### src/rtl/core_pkg.sv
// rtl/core_pkg.sv - shared core encodings: writeback states, register indices, byte-lane helper
package core_pkg;

    typedef enum logic [2:0] {
        S_IDLE = 3'd0,
        S_WLO  = 3'd1,
        S_WHI  = 3'd2,
        S_WREG = 3'd3,
        S_FIN  = 3'd4
    } wb_state_e;

    localparam logic [2:0] REG_AX = 3'd0;
    localparam logic [2:0] REG_CX = 3'd1;
    localparam logic [2:0] REG_DX = 3'd2;
    localparam logic [2:0] REG_BX = 3'd3;
    localparam logic [2:0] REG_SP = 3'd4;
    localparam logic [2:0] REG_BP = 3'd5;
    localparam logic [2:0] REG_SI = 3'd6;
    localparam logic [2:0] REG_DI = 3'd7;

    localparam logic [2:0] BREG_AL = 3'd0;
    localparam logic [2:0] BREG_CL = 3'd1;
    localparam logic [2:0] BREG_DL = 3'd2;
    localparam logic [2:0] BREG_BL = 3'd3;
    localparam logic [2:0] BREG_AH = 3'd4;
    localparam logic [2:0] BREG_CH = 3'd5;
    localparam logic [2:0] BREG_DH = 3'd6;
    localparam logic [2:0] BREG_BH = 3'd7;

    // Byte codes 4-7 select the high half of AX..BX.
    function automatic logic [1:0] byte_lane_mask(input logic [2:0] byte_code);
        return byte_code[2] ? 2'b10 : 2'b01;
    endfunction

endpackage

### src/rtl/phys_addr.sv
// rtl/phys_addr.sv - real-mode physical address: {seg,4'h0} + offset, wrapping at 20 bits
module phys_addr (
    input  logic [15:0] seg,
    input  logic [15:0] offset,
    output logic [19:0] addr
);

    assign addr = {seg, 4'h0} + {4'h0, offset};

endmodule

### src/rtl/modrm_writeback.sv
// rtl/modrm_writeback.sv - ModRM result writeback to memory (little-endian bytes) or register file
module modrm_writeback
    import core_pkg::*;
(
    input  logic        clock,
    input  logic        reset,
    input  logic        start,
    input  logic        mem,
    input  logic        bit16,
    input  logic [15:0] seg,
    input  logic [15:0] eff,
    input  logic [2:0]  regn,
    input  logic [15:0] result,
    output logic [19:0] address,
    output logic [7:0]  out,
    output logic        wren,
    output logic        reg_we,
    output logic [2:0]  reg_idx,
    output logic [15:0] reg_wdata,
    output logic [1:0]  reg_bmask,
    output logic        busy,
    output logic        done
);

    wb_state_e   state_q, state_d;
    logic        mem_q, mem_d, bit16_q, bit16_d;
    logic [15:0] seg_q, seg_d, eff_q, eff_d, result_q, result_d;
    logic [2:0]  regn_q, regn_d;

    logic [19:0] address_q, address_d;
    logic [7:0]  out_q, out_d;
    logic        wren_q, wren_d, reg_we_q, reg_we_d, busy_q, busy_d, done_q, done_d;
    logic [2:0]  reg_idx_q, reg_idx_d;
    logic [15:0] reg_wdata_q, reg_wdata_d;
    logic [1:0]  reg_bmask_q, reg_bmask_d;

    logic [15:0] offset;
    logic [19:0] phys;

    phys_addr u_phys_addr (
        .seg    (seg_d),
        .offset (offset),
        .addr   (phys)
    );

    // Outputs are computed for the state being entered so they are registered with it.
    always_comb begin
        state_d  = state_q;
        mem_d    = mem_q;
        bit16_d  = bit16_q;
        seg_d    = seg_q;
        eff_d    = eff_q;
        regn_d   = regn_q;
        result_d = result_q;

        case (state_q)
            S_IDLE: begin
                if (start) begin
                    mem_d    = mem;
                    bit16_d  = bit16;
                    seg_d    = seg;
                    eff_d    = eff;
                    regn_d   = regn;
                    result_d = result;
                    state_d  = mem_d ? S_WLO : S_WREG;
                end
            end
            S_WLO:   state_d = bit16_q ? S_WHI : S_FIN;
            S_WHI:   state_d = S_FIN;
            S_WREG:  state_d = S_FIN;
            default: state_d = S_IDLE;
        endcase

        offset      = eff_d;
        address_d   = 20'h0;
        out_d       = 8'h0;
        wren_d      = 1'b0;
        reg_we_d    = 1'b0;
        reg_idx_d   = 3'd0;
        reg_wdata_d = 16'h0;
        reg_bmask_d = 2'b00;
        done_d      = 1'b0;
        busy_d      = (state_d != S_IDLE);

        case (state_d)
            S_WLO: begin
                wren_d    = 1'b1;
                address_d = phys;
                out_d     = result_d[7:0];
            end
            S_WHI: begin
                offset    = eff_d + 16'd1;
                wren_d    = 1'b1;
                address_d = phys;
                out_d     = result_d[15:8];
            end
            S_WREG: begin
                reg_we_d = 1'b1;
                if (bit16_d) begin
                    reg_idx_d   = regn_d;
                    reg_bmask_d = 2'b11;
                    reg_wdata_d = result_d;
                end else begin
                    reg_idx_d   = {1'b0, regn_d[1:0]};
                    reg_bmask_d = byte_lane_mask(regn_d);
                    reg_wdata_d = {result_d[7:0], result_d[7:0]};
                end
            end
            S_FIN:   done_d = 1'b1;
            default: ;
        endcase
    end

    always_ff @(posedge clock) begin
        if (reset) begin
            state_q     <= S_IDLE;
            mem_q       <= 1'b0;
            bit16_q     <= 1'b0;
            seg_q       <= 16'h0;
            eff_q       <= 16'h0;
            regn_q      <= 3'd0;
            result_q    <= 16'h0;
            address_q   <= 20'h0;
            out_q       <= 8'h0;
            wren_q      <= 1'b0;
            reg_we_q    <= 1'b0;
            reg_idx_q   <= 3'd0;
            reg_wdata_q <= 16'h0;
            reg_bmask_q <= 2'b00;
            busy_q      <= 1'b0;
            done_q      <= 1'b0;
        end else begin
            state_q     <= state_d;
            mem_q       <= mem_d;
            bit16_q     <= bit16_d;
            seg_q       <= seg_d;
            eff_q       <= eff_d;
            regn_q      <= regn_d;
            result_q    <= result_d;
            address_q   <= address_d;
            out_q       <= out_d;
            wren_q      <= wren_d;
            reg_we_q    <= reg_we_d;
            reg_idx_q   <= reg_idx_d;
            reg_wdata_q <= reg_wdata_d;
            reg_bmask_q <= reg_bmask_d;
            busy_q      <= busy_d;
            done_q      <= done_d;
        end
    end

    assign address   = address_q;
    assign out       = out_q;
    assign wren      = wren_q;
    assign reg_we    = reg_we_q;
    assign reg_idx   = reg_idx_q;
    assign reg_wdata = reg_wdata_q;
    assign reg_bmask = reg_bmask_q;
    assign busy      = busy_q;
    assign done      = done_q;

endmodule

### config.mk
export PLATFORM = sky130hd
export DESIGN_NAME = modrm_writeback
export DESIGN_NICKNAME = d
export VERILOG_FILES = /design/src/rtl/core_pkg.sv /design/src/rtl/phys_addr.sv /design/src/rtl/modrm_writeback.sv
export SDC_FILE = /design/constraint.sdc
export NUM_CORES = 1
export LEC_CHECK = 0
export CORE_MARGIN = 2
export CORE_UTILIZATION = 40
export DETAILED_ROUTE_END_ITERATION = 8
export HOLD_SLACK_MARGIN = 0.15
export PLACE_DENSITY = 0.65
export SLEW_MARGIN = 10
export SYNTH_ARGS = -nofsm -noshare
export SYNTH_HDL_FRONTEND = slang
export SYNTH_SLANG_ARGS = --single-unit
export TNS_END_PERCENT = 5
### constraint.sdc
create_clock -name clock -period 3.56 [get_ports clock]
set_input_delay 0.712 -clock clock [delete_from_list [all_inputs] [get_ports clock]]
set_output_delay 0.712 -clock clock [all_outputs]
set_load 0.05 [all_outputs]
# Yosys cells after proc, flatten, opt, wreduce, memory -nomap -nowiden
# Cells that the tools add are included.
# word_totals
out_inout_bits	53
register_bits	108
elab_cells	57
latchBits	0
n_memories	0
mem_bits_rw	0
input_bits	56
romBits	0
# classes
add_sub_neg	2
order_cmp	0
n_mux	22
multipliers	0
n_div	0
reduce_logical	7
n_shift	0
n_eq_ne	7
bitwise_logic	3
# op_table
cell	count
$mux W16	8
$add A20 B16 Y20	1
$add A16 B1 Y16 const B	1
$pmux W8 S2	1
$eq A3 B2 Y1 const B	4
$mux W3	4
$pmux W3 S3	1
$reduce_or A2 Y1	4
$eq A3 B1 Y1 const B	2
$mux W2	3
$mux W1	5
$eq A3 B3 Y1 const B	1
$logic_not A3 Y1	1
$not A1 Y1	3
$reduce_bool A3 Y1	1
$reduce_or A3 Y1	1

# Logic depth before layout (Yosys ltp)
# Gate-level depths: netlist of the first run.
# logic_depth
word_depth	7
mapped_depth	15

# Hierarchy
# A second synthesis of the first run with hierarchy kept.
# hier_totals
cells_unflattened	524
hier_area_um2	4618.2
# by_module_without_submodules
module	area_each_um2	cells_per_inst	instances	seq_area_each_um2
modrm_writeback	3942.5	434	1	2122.0
phys_addr	675.6	90	1	0.0

# Least setup slack after synthesis of the first run
# Ideal clock, no wire load.
# synth_timing
path_type	input port to flip-flop
from	input start
to	register address_q[18] (netlist: address[18])
slack_ps	366
setup_ps	118
arrival_time_ps	3077
required_ps	3442
cell_stages	12
path_cell_list	or4b_1 > buf_2 > clkbuf_1 > nand2_1 > nand2_1 > ha_1 > a21o_1 > a2111oi_0 > a2bb2oi_1 > o31a_1 > xor2_1 > nor2_1
# synth_between
word_cells_on_any_way	14
cone_classes	2 x add/sub; 2 x eq/ne; 7 x mux; 1 x bitwise; 2 x reduce/logical
# synth_lines
item	line	rtl
from (decl)	modrm_writeback.sv:7	input logic start,
$mux W16	modrm_writeback.sv:58	if (start) begin
$mux W16	modrm_writeback.sv:56	case (state_q)
via seg_d[7]	modrm_writeback.sv:27	logic [15:0] seg_q, seg_d, eff_q, eff_d, result_q, result_d;
$add A20 B16 Y20	phys_addr.sv:8	assign addr = {seg, 4'h0} + {4'h0, offset};
to (signal assigned)	modrm_writeback.sv:140	address_q <= address_d;
to (decl)	modrm_writeback.sv:30	logic [19:0] address_q, address_d;
# The timed path passes the listed nets, and every way through them passes these cells.
# A chain may end at the register's enable or synchronous reset.

# Final worst setup path of the first run
# layout_timing
from	input start
to	register address_q[18] (netlist: address[18])
# layout_between
elab_chain_cells	6
word_cells_on_any_way	14
cone_classes	2 x add/sub; 2 x eq/ne; 7 x mux; 1 x bitwise; 2 x reduce/logical
# layout_lines
item
parallel branches: the longest is 6 deep, another holds $add A20 B16 Y20
# Parallel ways; which one is timed is not known.

==> flow_summary.yaml, run 1 <==
routing:
  drtIter0Drc: 129
  ant_nets: 0
  firstDrtPassIters: 4
  wl_per_cell_um: 14.3
  vias: 3952
  vias_per_cell: 5.02
  wl_um: 11300
  drc_errors: 0
sta:
  rsz0062_at_grt: "yes"
  fin_crit_ns: 3.39
  drv_slew: 0
  setup_ws_ns: 0.166
  max_freq_ghz: 0.295
  relSlewSlack: 0.631
  setup_viol: 0
  final_hold_viol_count: 0
  post-route-period-util: 0.953
  finClkSkew_ns: 0.0113
  worst_pin_slew_ns: 0.552
synthesis:
  ys_seq_elements: 106
  synthCells: 494
  syn_area_sq_um: 4440
  synthAdderAreaFrac: 0.0411
  async_flop_share: 0
  synth_cell_types: 55
  syn_nets: 564
  avgSynthCellArea_sq_um: 8.99
  synth_edf_count: 0
  yosysSeqAreaShare: 0.478
  synth_warnings: 0
  synthXorXnorAreaFrac: 0.0493
  synth_compound_area_frac: 0.128
  synth-simple-area-share: 0.199
  synthMuxAreaShare: 0.0608
  synth_top_flop_cell: "dfxtp_1"
  synth_top_family_by_area: "simple AND/OR/NAND/NOR gates"
floorplan:
  num_rows: 38
  initial_core_util: 0.410
  fp.coreArea_sq_um: 10800
  die_x_um: 109
  design.die.area_sq_um: 12000
  boundaryPins: 109
  die_h_um: 109
status:
  run_status: "finished clean"
setup_path:
  cp_cell_sequence: "clkdlybuf4s50_1 -> nor4b_4 -> buf_12 -> mux2i_1 -> xnor2_1 -> ha_1 -> a21o_1 -> a2111oi_1 -> a2bb2oi_1 -> o31a_1 -> xor2_1 -> nor2_1"
  crit_required_ns: 3.86
  crit_fanout: 17
  cp.arrival_ns: 3.69
  critPathLaunchType: "input port"
  path_class: "in -> reg"
  critPathSlowestCell: "clkdlybuf4s50_1"
  end_kind: "flip-flop"
  max_stage_delay_ns: 0.50
cts:
  cts-root-buf: "clkbuf_8"
  clock_latency_ns: 0.36
  clockBufferDepth: 2
  cts_buffers: 9
  cts.sinks: 106
  cts_tree: "built"
  path_clk_slew_ns: 0.10
  h-tree-depth: 3
finish:
  num_antenna_cells: 0
  finalCoreUtilization: 0.574
  num-fill-cells: 1027
  drive_gt1_frac: 0.130
  final_nets: 713
  area_delta_synth_final_pct: 40.0
global_route:
  grt_antenna_before_repair: 0
  grt_pass1_wl_um: 18100
  grt_use_met2: 0.340
  grt_pass1_vias: 3919
  grt_overflow: 0
  grt_start_max_net_pins: 40
  busiest_layer: "met2"
  met1_usage: 0.232
  grt_use_met3: 0.0451
  grt.total_usage: 0.195
pwr:
  p_sw_frac: 0.304
  powerDensity_nw_per_um2: 441
  vdd_ir_drop_max_mv: 0.234
  power_frac_seq: 0.468
  p_switching_mw: 0.835
  p_leak_nw: 2.55
  combPwrFrac: 0.257
  p_int_mw: 1.91
  clkPwrFrac: 0.275
placement:
  hpwl_um: 8590
  portBuffers: 108
  place.gp.congestion: 0.825
  dp_slack_ns: -0.195
hold_path:
  hold_class: "reg -> reg"
job:
  drv_cap: 0
-- critical path, delay by kind of cell --
kind / cells / cell delay, ns
mux: 1 / 0.27
compound gates: 4 / 1.05
buf+inv: 2 / 0.70
xor+xnor: 2 / 0.29
fa+ha+maj: 1 / 0.23
simple gates: 2 / 0.44
-- through the flow --
stage          cells  area [sq um]  total power, mW  TNS (ns)  hold slack [ns]
2_1_floorplan    494          4440             1.73         0            0.444
3_3_place_gp     772          6010             2.00    -0.781            0.453
3_5_place_dp     772          6010             2.01     -1.16            0.460
4_1_cts          787          6200             2.77         0            0.474
5_1_grt          787          6220             2.89   -0.0398            0.492
6_report         787          6220             2.74         0            0.471
-- cell families (layout without fill, tap and decap cells) --
kind of cell / after synthesis / after routing
and+or+nand+nor: 186 / 186
muxes: 27 / 27
xor gates and xnor gates: 25 / 25
buffers and inverters: 43 / 196
AOI/OAI and AO/OA: 93 / 93
adders and majority gates: 14 / 14
DFF: 106 / 106
-- power groups by stage --
stage / clock network [mW] / logic, mW / registers (mW)
floorplan: 0 / 0.346 / 1.38
global placement: 0 / 0.690 / 1.31
detailed placement: 0 / 0.700 / 1.31
CTS: 0.778 / 0.704 / 1.29
global route: 0.824 / 0.770 / 1.29
finish: 0.754 / 0.705 / 1.29
-- layer usage --
metal	share of wire	vias up
li1	-	1975
met1	0.42	1864
met2	0.51	93
met3	0.045	20
met4	0.026	0
met5	0	-
-- cells in the final DEF, fill, tap and decap left out, types with 10 or more instances in the layout --
cell	n
clkdlybuf4s50_1	107
dfxtp_1	106
nand2_1	79
buf_4	56
nor2_1	47
a21oi_1	42
mux2i_1	26
inv_1	15
xor2_1	14
ha_1	13
a211oi_1	12
xnor2_1	11
nor2b_1	10
-- synthesized netlist by cell type, types with 2 or more instances --
cell type | n | area share
xor2_1 | 14 | 0.028
nor4_1 | 2 | 0.0028
inv_1 | 15 | 0.013
nor3_1 | 9 | 0.010
o22ai_1 | 7 | 0.0099
nand3_1 | 9 | 0.010
nor2b_1 | 10 | 0.014
nand4_1 | 4 | 0.0056
a31oi_1 | 3 | 0.0042
buf_4 | 3 | 0.0051
mux2i_1 | 27 | 0.061
nand2b_1 | 3 | 0.0042
and4_1 | 2 | 0.0039
a2111oi_0 | 2 | 0.0039
nor2_1 | 47 | 0.040
a21o_1 | 3 | 0.0051
ha_1 | 13 | 0.037
o21ai_0 | 7 | 0.0079
or2_1 | 7 | 0.0099
dfxtp_1 | 106 | 0.48
a211oi_1 | 13 | 0.022
and2_1 | 2 | 0.0028
buf_6 | 2 | 0.0051
a21oi_1 | 42 | 0.047
nand2_1 | 79 | 0.067
buf_1 | 4 | 0.0034
clkbuf_1 | 10 | 0.0084
o211ai_1 | 3 | 0.0051
o21ai_1 | 3 | 0.0034
buf_2 | 8 | 0.0090
xnor2_1 | 11 | 0.022
-- sequential cells by signal, summed over array words and instances (netlist names) --
name	cells
eff_q	16
state_q	3
out	8
reg_wdata	16
address	20
reg_bmask	2
done	1
regn_q	1
result_q	16
wren	1
reg_idx	3
seg_q	16
reg_we	1
busy	1
bit16_q	1
-- final timing paths --
kind         startpoint           to  slack [ns]  depth (start not counted)
max               start  address[18]        0.17                         12
min            seg_q[5]     seg_q[5]        0.47                          2
max reg2reg  state_q[0]  address[19]        0.23                         15
min reg2reg    seg_q[5]     seg_q[5]        0.47                          2
-- what timing repair did --
item / CTS / global route
endpoints found under the setup margin: 0 / 5
hold buffers: 0 / 0
setup buffers: 0 / 0
resized for setup: 0 / 4
-- layout make-up --
type,instances,area (sq um),area share
Multi-Input combinational cell,345,2150,0.345
Timing Repair Buffer,165,1520,0.244
Clock inverter,6,73.8,0.0119
Inverter,16,60.1,0.00966
Sequential cell,106,2120,0.341
Tap cell,140,175,0.0282
Clock buffer,9,124,0.0199
No activity file was read; power rests on OpenSTA's default activity.
==> run 2, diff against run 1 <==
--- a/config.mk
+++ b/config.mk
@@ -6,10 +6,11 @@
 export NUM_CORES = 1
 export LEC_CHECK = 0
 export CORE_MARGIN = 2
-export CORE_UTILIZATION = 40
+export CORE_UTILIZATION = 43
 export DETAILED_ROUTE_END_ITERATION = 8
+export GPL_ROUTABILITY_DRIVEN = 0
 export HOLD_SLACK_MARGIN = 0.15
-export PLACE_DENSITY = 0.65
+export PLACE_DENSITY = 0.69
 export SLEW_MARGIN = 10
 export SYNTH_ARGS = -nofsm -noshare
 export SYNTH_HDL_FRONTEND = slang
==> run 2 against run 1 <==
Power is 1.2% higher. Worst hold slack better by 0.0021 ns. Largest cell class unchanged. Sequential share of layout area is 0.36 points lower. Final cell count is 0.13% higher. Clock power is 0.5% higher. Register-to-register slack better by 0.14 ns. Maximum frequency is 0.19% higher. Worst setup slack better by 0.0065 ns. Via count is 0.71% lower.
==> flow_summary.yaml, run 2 (synthesis gave the netlist of run 1 again) <==
floorplan:
  boundaryPins: 109
  initial_core_util: 0.436
  design.die.area_sq_um: 11200
  num_rows: 37
  fp.coreArea_sq_um: 10200
  die_h_um: 106
  die_x_um: 106
routing:
  firstDrtPassIters: 4
  wl_met3_um: 387
  highest_layer: "met4"
  vias_per_cell: 4.98
  vias: 3924
  ant_nets: 0
  wl_per_cell_um: 14.4
  wl_um: 11400
  drtIter0Drc: 193
  wl_met1_um: 4990
  drc_errors: 0
  met2_length_um: 5700
finish:
  finalCoreUtilization: 0.617
  num_antenna_cells: 0
  layout_common_cells: "clkdlybuf4s50_1, dfxtp_1, nand2_1"
  area_delta_synth_final_pct: 41.5
  drive_gt1_frac: 0.147
  num-fill-cells: 895
  finalInstanceArea_sq_um: 6280
  final_common_cell: "clkdlybuf4s50_1"
  final_nets: 717
  largest_reg_flops: 20
setup_path:
  critPathLaunchType: "input port"
  startpoint: "start"
  cp_cell_sequence: "clkdlybuf4s50_1 -> or4b_1 -> buf_4 -> nand3_1 -> nor2_1 -> nand2_1 -> o21ai_1 -> a31o_1 -> ha_1 -> o211ai_1 -> o211ai_1 -> nand3_1 -> a22oi_1 -> xor2_1 -> nor2_1"
  r2r_cells: 13
  r2r-end: "address[18]"
  timing.critical_path.to: "address[19]"
  end_kind: "flip-flop"
  path_delay_family: "simple AND/OR/NAND/NOR gates"
  critical_path_depth: 15
  worstReg2RegStart: "state_q[2]"
  crit_buf_inv: 2
  max_stage_delay_ns: 0.52
  regToRegSetupSlack_ns: 0.37
  critPathSlowestCell: "clkdlybuf4s50_1"
  path_class: "in -> reg"
  cp.arrival_ns: 3.64
  crit_required_ns: 3.81
  crit_fanout: 11
cts:
  cts_tree: "built"
  cts-root-buf: "clkbuf_8"
  h-tree-depth: 3
  hold_buffers: 0
  cts_buffers: 9
  cts.sinks: 106
  path_clk_slew_ns: 0.11
  clock_latency_ns: 0.37
  clockBufferDepth: 2
global_route:
  grt_pass1_wl_um: 18500
  grt_start_max_net_pins: 58
  grt_antenna_before_repair: 0
  grt_pass1_vias: 3994
  grt.total_usage: 0.208
  grt_overflow: 0
pwr:
  p_leak_nw: 2.58
  powerDensity_nw_per_um2: 442
  p_total_mw: 2.78
  vdd_ir_drop_max_mv: 0.247
sta:
  rsz0062_at_grt: "yes"
  fin_crit_ns: 3.39
  finClkSkew_ns: 0.00572
  worst_pin_slew_ns: 0.725
  post-route-period-util: 0.951
  relSlewSlack: 0.517
  setup_ws_ns: 0.173
  drv_slew: 0
  setup_viol: 0
  final_hold_viol_count: 0
  whs_ns: 0.473
  max_freq_ghz: 0.295
placement:
  dp_slack_ns: -0.239
  portBuffers: 108
  placed_area_sq_um: 6010
  hpwl_um: 8230
hold_path:
  worstHoldPathCells: 2
  hold_class: "reg -> reg"
status:
  run_status: "finished clean"
job:
  drv_cap: 0
## run 2: stage by stage
stage                     setup TNS [ns]  std cells
after detailed placement           -1.50        770
after floorplan                        0        494
after CTS                              0        786
final                                  0        788
after global routing            -0.00910        788
after global placement            -0.975        770
## run 2: worst min-delay path by stage
stage | start | to | slack (ns)
finish | seg_q[11] | seg_q[11] | 0.47
global route | seg_q[6] | seg_q[6] | 0.50
CTS | seg_q[11] | seg_q[11] | 0.48
detailed placement | seg_q[11] | seg_q[11] | 0.46
global placement | seg_q[9] | seg_q[9] | 0.45
floorplan | seg_q[0] | seg_q[0] | 0.44
## run 2: tightest hold or removal path: stages, from the launching register on
cell and delay, ns:
dfxtp_1 0.31, nand2_1 0.06, a21oi_1 0.06
## run 2: metal layers
| layer | vias up | global-route usage |
|---|---|---|
| met3 | 23 | 0.0383 |
| li1 | 1987 | - |
| met5 | - | 0 |
| met4 | 0 | 0.0846 |
| met1 | 1826 | 0.248 |
| met2 | 88 | 0.368 |
## run 2: timing repair
action,CTS,global route
setup buffers,0,2
resized for setup,0,12
endpoints found under the hold margin,0,0
endpoints found under the setup margin,0,8
## run 2: report_power, final
group	internal, mW	switching (mW)
Combinational	0.340	0.392
Clock	0.284	0.475
Sequential	1.25	0.0331
Total	1.88	0.900
## run 2: final cells by class
class                           count  area [sq um]  area share
Multi-Input combinational cell    345          2190       0.349
Sequential cell                   106          2120       0.338
Timing Repair Buffer              169          1530       0.244
Tap cell                          136           170      0.0271
Clock buffer                        9           124      0.0197
Clock inverter                      7          82.6      0.0131
Inverter                           16          60.1     0.00956
